`src/rtl/dac_spi_frame_seq.sv`:
```
`default_nettype none
// ============================================================================
// Module   : dac_spi_frame_seq
// Purpose  : Multi-channel SPI DAC output sequencer. One accepted request
//            latches a word per channel; each enabled channel is shifted
//            MSB first in its own chip-select frame, in ascending channel
//            order. Masked channels take no time.
// Ports    : i_Clock        - system clock (sole clock)
//            i_Reset        - synchronous active-high reset
//            i_Data         - channel n at [n*DATA_WIDTH +: DATA_WIDTH]
//            i_Channel_Mask - bit n = 1 sends channel n
//            i_Send         - request strobe
//            o_Ready        - high while a new request can be accepted
//            o_SPI_CS       - active-low chip select
//            o_SPI_Clock    - SCK, idles high, DAC samples on rising edge
//            o_SPI_Data     - MOSI, changes on SCK falling edges only
//            o_Channel      - index of the frame in progress (held when idle)
//            o_LDAC         - active-low DAC latch strobe
// Options  : DAC_SPI_LDAC_EN - when defined, an LDAC low pulse of
//            LDAC_CYCLES follows the last frame before o_Ready rises.
//            Otherwise o_LDAC is tied high.
// Revision : 1.0 - initial release
// ============================================================================
module dac_spi_frame_seq #(
  parameter int DATA_WIDTH     = 24,
  parameter int CHANNELS       = 2,
  parameter int CLK_DIV        = 1,
  parameter int CS_HIGH_CYCLES = 2,
  parameter int LDAC_CYCLES    = 2,
  localparam int CH_W = (CHANNELS > 1) ? $clog2(CHANNELS) : 1
) (
  input  logic                           i_Clock,
  input  logic                           i_Reset,
  input  logic [CHANNELS*DATA_WIDTH-1:0] i_Data,
  input  logic [CHANNELS-1:0]            i_Channel_Mask,
  input  logic                           i_Send,
  output logic                           o_Ready,
  output logic                           o_SPI_CS,
  output logic                           o_SPI_Clock,
  output logic                           o_SPI_Data,
  output logic [CH_W-1:0]                o_Channel,
  output logic                           o_LDAC
);

  // Shared down-counter for LEAD, SCK half-periods, GAP and LDAC (all <= 16).
  localparam int CNT_W = 5;
  localparam int BIT_W = $clog2(DATA_WIDTH);

  typedef enum logic [2:0] {
    ST_IDLE  = 3'd0,
    ST_LEAD  = 3'd1,
    ST_SHIFT = 3'd2,
    ST_GAP   = 3'd3,
    ST_LDAC  = 3'd4
  } state_t;

  state_t                         state_q, state_d;
  logic [CNT_W-1:0]               cnt_q, cnt_d;
  logic [BIT_W-1:0]               bit_q, bit_d;     // bits left after the current one
  logic                           phase_q, phase_d; // 0 = SCK low half, 1 = high half
  logic [CHANNELS-1:0]            mask_q, mask_d;   // channels still to send
  logic [CHANNELS*DATA_WIDTH-1:0] data_q, data_d;
  logic [DATA_WIDTH-1:0]          shift_q, shift_d;
  logic [CH_W-1:0]                chan_q, chan_d;
  logic                           ready_q, ready_d;
  logic                           cs_q, cs_d;
  logic                           sck_q, sck_d;
  logic                           sdo_q, sdo_d;
  logic                           ldac_q, ldac_d;

  // Lowest pending channel. While idle the search runs on the live inputs so
  // the first frame can be loaded on the accept edge itself.
  logic [CHANNELS-1:0]            pick_mask;
  logic [CHANNELS*DATA_WIDTH-1:0] pick_data;
  logic [CH_W-1:0]                pick_idx;
  logic                           pick_found;
  logic [DATA_WIDTH-1:0]          pick_word;
  logic                           load;

  always_comb begin
    pick_mask  = (state_q == ST_IDLE) ? i_Channel_Mask : mask_q;
    pick_data  = (state_q == ST_IDLE) ? i_Data : data_q;
    pick_idx   = '0;
    pick_found = 1'b0;
    for (int n = CHANNELS - 1; n >= 0; n--) begin
      if (pick_mask[n]) begin
        pick_idx   = CH_W'(n);
        pick_found = 1'b1;
      end
    end
    pick_word = pick_data[int'(pick_idx)*DATA_WIDTH +: DATA_WIDTH];
  end

  always_comb begin
    state_d = state_q;
    cnt_d   = cnt_q;
    bit_d   = bit_q;
    phase_d = phase_q;
    mask_d  = mask_q;
    data_d  = data_q;
    shift_d = shift_q;
    chan_d  = chan_q;
    ready_d = ready_q;
    cs_d    = cs_q;
    sck_d   = sck_q;
    sdo_d   = sdo_q;
    ldac_d  = ldac_q;
    load    = 1'b0;

    case (state_q)
      ST_IDLE: begin
        if (i_Send && ready_q && pick_found) begin
          data_d = i_Data;
          load   = 1'b1;
        end
      end

      ST_LEAD: begin
        if (cnt_q != '0) begin
          cnt_d = cnt_q - CNT_W'(1);
        end else begin
          // First falling edge: the MSB is already on MOSI, keep it.
          state_d = ST_SHIFT;
          phase_d = 1'b0;
          sck_d   = 1'b0;
          cnt_d   = CNT_W'(CLK_DIV - 1);
        end
      end

      ST_SHIFT: begin
        if (cnt_q != '0) begin
          cnt_d = cnt_q - CNT_W'(1);
        end else if (!phase_q) begin
          phase_d = 1'b1;
          sck_d   = 1'b1;
          cnt_d   = CNT_W'(CLK_DIV - 1);
        end else if (bit_q == '0) begin
          // LSB high half done: close the frame with SCK left high.
          state_d = ST_GAP;
          cs_d    = 1'b1;
          sdo_d   = 1'b0;
          cnt_d   = CNT_W'(CS_HIGH_CYCLES - 1);
        end else begin
          phase_d = 1'b0;
          sck_d   = 1'b0;
          cnt_d   = CNT_W'(CLK_DIV - 1);
          bit_d   = bit_q - BIT_W'(1);
          sdo_d   = shift_q[DATA_WIDTH-2];
          shift_d = {shift_q[DATA_WIDTH-2:0], 1'b0};
        end
      end

      ST_GAP: begin
        if (cnt_q != '0) begin
          cnt_d = cnt_q - CNT_W'(1);
        end else if (pick_found) begin
          load = 1'b1;
        end else begin
`ifdef DAC_SPI_LDAC_EN
          state_d = ST_LDAC;
          ldac_d  = 1'b0;
          cnt_d   = CNT_W'(LDAC_CYCLES - 1);
`else
          state_d = ST_IDLE;
          ready_d = 1'b1;
`endif
        end
      end

`ifdef DAC_SPI_LDAC_EN
      ST_LDAC: begin
        if (cnt_q != '0) begin
          cnt_d = cnt_q - CNT_W'(1);
        end else begin
          state_d = ST_IDLE;
          ldac_d  = 1'b1;
          ready_d = 1'b1;
        end
      end
`endif

      default: begin
        state_d = ST_IDLE;
        ready_d = 1'b1;
        cs_d    = 1'b1;
        sck_d   = 1'b1;
        sdo_d   = 1'b0;
        ldac_d  = 1'b1;
      end
    endcase

    // Start a frame for the lowest pending channel (from IDLE or GAP).
    if (load) begin
      state_d           = ST_LEAD;
      cnt_d             = CNT_W'(CLK_DIV - 1);
      bit_d             = BIT_W'(DATA_WIDTH - 1);
      phase_d           = 1'b1;
      mask_d            = pick_mask;
      mask_d[pick_idx]  = 1'b0;
      shift_d           = pick_word;
      sdo_d             = pick_word[DATA_WIDTH-1];
      chan_d            = pick_idx;
      cs_d              = 1'b0;
      sck_d             = 1'b1;
      ready_d           = 1'b0;
    end
  end

  always_ff @(posedge i_Clock) begin
    if (i_Reset) begin
      state_q <= ST_IDLE;
      cnt_q   <= '0;
      bit_q   <= '0;
      phase_q <= 1'b0;
      mask_q  <= '0;
      data_q  <= '0;
      shift_q <= '0;
      chan_q  <= '0;
      ready_q <= 1'b1;
      cs_q    <= 1'b1;
      sck_q   <= 1'b1;
      sdo_q   <= 1'b0;
      ldac_q  <= 1'b1;
    end else begin
      state_q <= state_d;
      cnt_q   <= cnt_d;
      bit_q   <= bit_d;
      phase_q <= phase_d;
      mask_q  <= mask_d;
      data_q  <= data_d;
      shift_q <= shift_d;
      chan_q  <= chan_d;
      ready_q <= ready_d;
      cs_q    <= cs_d;
      sck_q   <= sck_d;
      sdo_q   <= sdo_d;
      ldac_q  <= ldac_d;
    end
  end

  assign o_Ready     = ready_q;
  assign o_SPI_CS    = cs_q;
  assign o_SPI_Clock = sck_q;
  assign o_SPI_Data  = sdo_q;
  assign o_Channel   = chan_q;
`ifdef DAC_SPI_LDAC_EN
  assign o_LDAC      = ldac_q;
`else
  assign o_LDAC      = 1'b1;
`endif

endmodule
`default_nettype wire
```
`config.mk`:
```
export PLATFORM = sky130hd
export DESIGN_NAME = dac_spi_frame_seq
export DESIGN_NICKNAME = d
export VERILOG_FILES = /design/src/rtl/dac_spi_frame_seq.sv
export SDC_FILE = /design/constraint.sdc
export NUM_CORES = 1
export LEC_CHECK = 0
export CORE_ASPECT_RATIO = 0.8
export CORE_UTILIZATION = 33
export DETAILED_ROUTE_END_ITERATION = 12
export SLEW_MARGIN = 20
export SYNTH_ARGS = -nofsm -noshare
export SYNTH_HDL_FRONTEND = slang
export SYNTH_SLANG_ARGS = --single-unit
export TNS_END_PERCENT = 10
```
`constraint.sdc`:
```
create_clock -name i_Clock -period 2.5 [get_ports i_Clock]
set_clock_uncertainty 0.1 [all_clocks]
set_input_delay 0.625 -clock i_Clock [delete_from_list [all_inputs] [get_ports i_Clock]]
set_output_delay 0.625 -clock i_Clock [all_outputs]
set_load 0.02 [all_outputs]
```
==> impl_metrics.yaml <==
status:
  outcome: "finished clean"
synthesis:
  post_synthesis_instance_total: 540
  synth_top_cell_area_share_pct: 38.35
  avgSynthCellArea_sq_um: 8.798
  postSynth.topFlopCell: "sky130_fd_sc_hd__dfxtp_1"
  post_synth_num_cell_types: 57
  synth_warnings: 0
  yosysTopAreaCell: "sky130_fd_sc_hd__dfxtp_1"
  synth.top_cells.by_area: "sky130_fd_sc_hd__dfxtp_1 38%, sky130_fd_sc_hd__nand2_1 10%, sky130_fd_sc_hd__mux2i_1 9.9%"
  postSynthNetCount: 601
  synth.ff_latch_count: 91
  synthArstFlopShare_pct: 0
  yosysSeqAreaShare_pct: 38.35
  synth_edf_count: 0
  post_synth_instance_area_sq_um: 4751
clocking:
  cts.repair_timing.setup_buffer_count: 0
  insertion_delay_of_the_later_clocked_pin_in_the_worst_skew_pair_ps: 350
  cts_max_path_buffers: 2
  cts.hold.buffers_added: 0
  tritoncts_num_sinks: 91
  cts.root.buffer_cell: "sky130_fd_sc_hd__clkbuf_16"
  clkSlewWorstSetupHoldPaths_ps: 70
  htree_num_levels: 3
  cts_tree: "yes"
  post_cts.resized_instances: 0
  cts_made_buffers: 9
timing:
  fin_ws_ps: 201.7
  worstMarginPinSlew_ps: 614.7
  final_min_period_over_clock_period_pct: 91.93
  final-hold-violation-count: 0
  period_minus_slack_ps: 2298
  setup-violations-final: 0
  grt_setup_unrepaired: "no"
  timing.hold.ws_ps: 352.6
  slew_viol_final: 0
  fmax_mhz: 435.1
  slew-limit-headroom_pct: 59.02
floorplanning:
  core_area_sq_um: 13790
  floorplan.initialDensity_pct: 34.46
  top_level_ports: 59
  die-area_sq_um: 14880
  fp.dieH_um: 109.3
  die_w_um: 136.1
  floorplan.rows: 38
global_route:
  first_global_vias: 4023
  grt_first_pass_wirelength_mm: 19.90
  globalRoute.totalOverflow: 0
  antenna_found_initial: 0
  grt_start_max_net_pins: 49
  globalRouteTotalUtil_pct: 17.04
placement:
  place_inst: 762
  place.detailed.hpwl_mm: 8.329
  place_congestion: 0.7969
  pre_cts_ws_ps: -13.47
  number_of_port_buffers: 57
pwr:
  p_seq_share_pct: 32.1
  ir_drop_mv: 0.4229
  p_sw_mw: 2.691
  clock_power_share_pct: 19.5
  report.power.total_mw: 6.771
  comb_power_share_pct: 48.4
  powerDensity_nw_per_um2: 1132
  leakage_power_nw: 2.036
  power_switching_share_pct: 39.75
  cell_internal_power_mw: 4.080
critical_path:
  cp_max_fo: 14
  slowest_stage: "sky130_fd_sc_hd__or4b_1"
  critical-path-top-delay-family: "compound AO/OA/AOI/OAI gates"
  critPathArrivalTime_ps: 2450
  cp_data_required_time_ps: 2650
  worstPathBufferInverterCount: 2
  timing.reg2reg.worst_path_depth: 7
  critical_path.startpoint_type: "register"
  timing.setup.critical_path_class: "reg2reg"
  cells_traversed_along_the_worst_timing_path: "inv_1, ha_1, or4b_1, o21ai_2, buf_4, a22oi_1, a221oi_2"
  critical_path_cell_count: 7
  critPathCaptureType: "register"
  critical_path.max_stage_delay_ps: 540
  worst-r2r-setup-slack_ps: 200
worst_hold_path:
  holdPathStages: 2
  worst_hold_path_type: "reg2reg"
cells_and_area:
  layout-drive-gt1-share_pct: 17.22
  footprint_of_the_flip_flops_and_latches_sq_um: 1822
  flow.area_growth_from_synthesis_pct: 25.92
  fill_cells: 1294
  nets: 654
  fin_cells: 778
  antenna-diode-count: 0
  multi_input_comb_area_sq_um: 2700
detailed_routing:
  pre_antenna_drt_iters: 5
  routed_wire_length_per_instance_um: 15.72
  drt_iter0_drc: 267
  antenna_violating_nets_post_route: 0
  post_drt_via_cell_ratio: 5.221
  vias: 4062
  route.final.wire_length_mm: 12.23
  drc_errors: 0
run:
  drv.max_cap_violation_count: 0
==> cell usage after synthesis (2+ instances only) <==
cell type and instances:
sky130_fd_sc_hd__a211oi_1 4, sky130_fd_sc_hd__a21boi_0 2, sky130_fd_sc_hd__a21o_1 2, sky130_fd_sc_hd__a21oi_1 60
sky130_fd_sc_hd__a221oi_1 6, sky130_fd_sc_hd__a221oi_2 18, sky130_fd_sc_hd__a22oi_1 23, sky130_fd_sc_hd__a31oi_1 2
sky130_fd_sc_hd__and2_1 3, sky130_fd_sc_hd__buf_1 3, sky130_fd_sc_hd__buf_2 14, sky130_fd_sc_hd__buf_4 6
sky130_fd_sc_hd__buf_6 2, sky130_fd_sc_hd__clkbuf_1 22, sky130_fd_sc_hd__dfxtp_1 91, sky130_fd_sc_hd__ha_1 8
sky130_fd_sc_hd__inv_1 11, sky130_fd_sc_hd__mux2_2 25, sky130_fd_sc_hd__mux2i_1 47, sky130_fd_sc_hd__nand2_1 127
sky130_fd_sc_hd__nand2b_1 3, sky130_fd_sc_hd__nand3_1 5, sky130_fd_sc_hd__nand3b_1 2, sky130_fd_sc_hd__nand4b_1 2
sky130_fd_sc_hd__nor2_1 5, sky130_fd_sc_hd__nor2b_1 3, sky130_fd_sc_hd__nor3_1 9, sky130_fd_sc_hd__o2111ai_1 2
sky130_fd_sc_hd__o21ai_0 4, sky130_fd_sc_hd__o21bai_1 2
==> metal layers <==
| metal | track usage [%] | part of all wire (%) | up-vias |
|---|---|---|---|
| li1 | - | - | 2026 |
| met3 | 2.997 | 3.4 | 18 |
| met4 | 6.190 | 1.9 | 0 |
| met2 | 28.35 | 47 | 76 |
| met1 | 22.11 | 48 | 1942 |
| met5 | 0 | 0 | - |
==> path summary, 6_finish.rpt <==
| kind | endpoint | startpoint |
|---|---|---|
| hold / removal | data_q[12] | data_q[12] |
| hold reg to reg | data_q[12] | data_q[12] |
| setup reg to reg | shift_q[12] | cnt_q[0] |
| setup / recovery | shift_q[12] | cnt_q[0] |
==> registers in the layout, summed over array words and instances (netlist names) <==
register,flops
phase_q,1
mask_q,2
state_q,2
shift_q,23
bit_q,5
o_Ready,1
o_Channel,1
cnt_q,5
o_SPI_Clock,1
o_SPI_Data,1
data_q,48
o_SPI_CS,1
==> logic make-up (layout without fill, tap and decap cells) <==
family	count (synthesis)	after routing	synth area share [%]
simple gates	169	169	15.75
compound gates	139	139	21.89
flops	91	91	38.35
mux	72	72	15.83
buf+inv	59	117	5.820
fa+ha+maj	8	8	2.107
other cells	1	1	0.07893
xor+xnor	1	1	0.1844
==> worst reg2reg max path: stages, from the launching register on <==
cell and delay (ps):
sky130_fd_sc_hd__dfxtp_1 330, sky130_fd_sc_hd__inv_1 70, sky130_fd_sc_hd__ha_1 180, sky130_fd_sc_hd__or4b_1 540, sky130_fd_sc_hd__o21ai_2 340, sky130_fd_sc_hd__buf_4 280
sky130_fd_sc_hd__a22oi_1 130, sky130_fd_sc_hd__a221oi_2 250
==> metrics by stage <==
| stage | TNS (ps) | area, sq um | util [%] |
|---|---|---|---|
| 6_report | 0 | 5982 | 43.38 |
| 5_1_grt | 0 | 5982 | 43.38 |
| 4_1_cts | 0 | 5982 | 43.38 |
| 3_5_place_dp | -13.47 | 5698 | 41.32 |
| 3_3_place_gp | 0 | 5698 | 41.32 |
| 2_1_floorplan | 0 | 4751 | - |
==> power by group through the flow <==
stage          Clock (mW)  Combinational, mW  Sequential [mW]
5_1_grt              1.41               3.60             2.23
3_3_place_gp            0               3.20             2.18
6_report             1.32               3.28             2.17
2_1_floorplan           0               2.16             2.16
3_5_place_dp            0               3.29             2.20
4_1_cts              1.35               3.30             2.17
==> cells in the final DEF (no fill, tap or decap), drive strengths merged, types with 2 or more instances in the layout <==
cell / synthesis / final
ha: 8 / 8
nand4b: 2 / 2
nor3: 10 / 10
nand2b: 3 / 3
nand2: 127 / 127
a221oi: 24 / 24
nand3b: 2 / 2
o21bai: 2 / 2
a21boi: 2 / 2
mux2i: 47 / 47
dfxtp: 91 / 91
mux2: 25 / 25
a22oi: 23 / 23
or4b: 2 / 2
o21ai: 5 / 5
nor2: 5 / 5
a21o: 2 / 2
and2: 3 / 3
nand3: 5 / 5
o2111ai: 2 / 2
a21oi: 60 / 60
a211oi: 4 / 4
clkbuf: 22 / 9
clkdlybuf4s50: 0 / 56
nor2b: 3 / 3
clkinv: 0 / 2
nor4b: 2 / 2
a31oi: 2 / 2
buf: 25 / 33
inv: 12 / 16
==> area by class of cell <==
class	count	area share (%)
multi-input cells	390	45.14
flip-flops and latches	91	30.45
repair buffers	89	15.14
clock buffers	9	3.765
well taps	180	3.765
clock inverters	7	0.9831
inverters	12	0.7530
(Power assumes the default switching activity.)
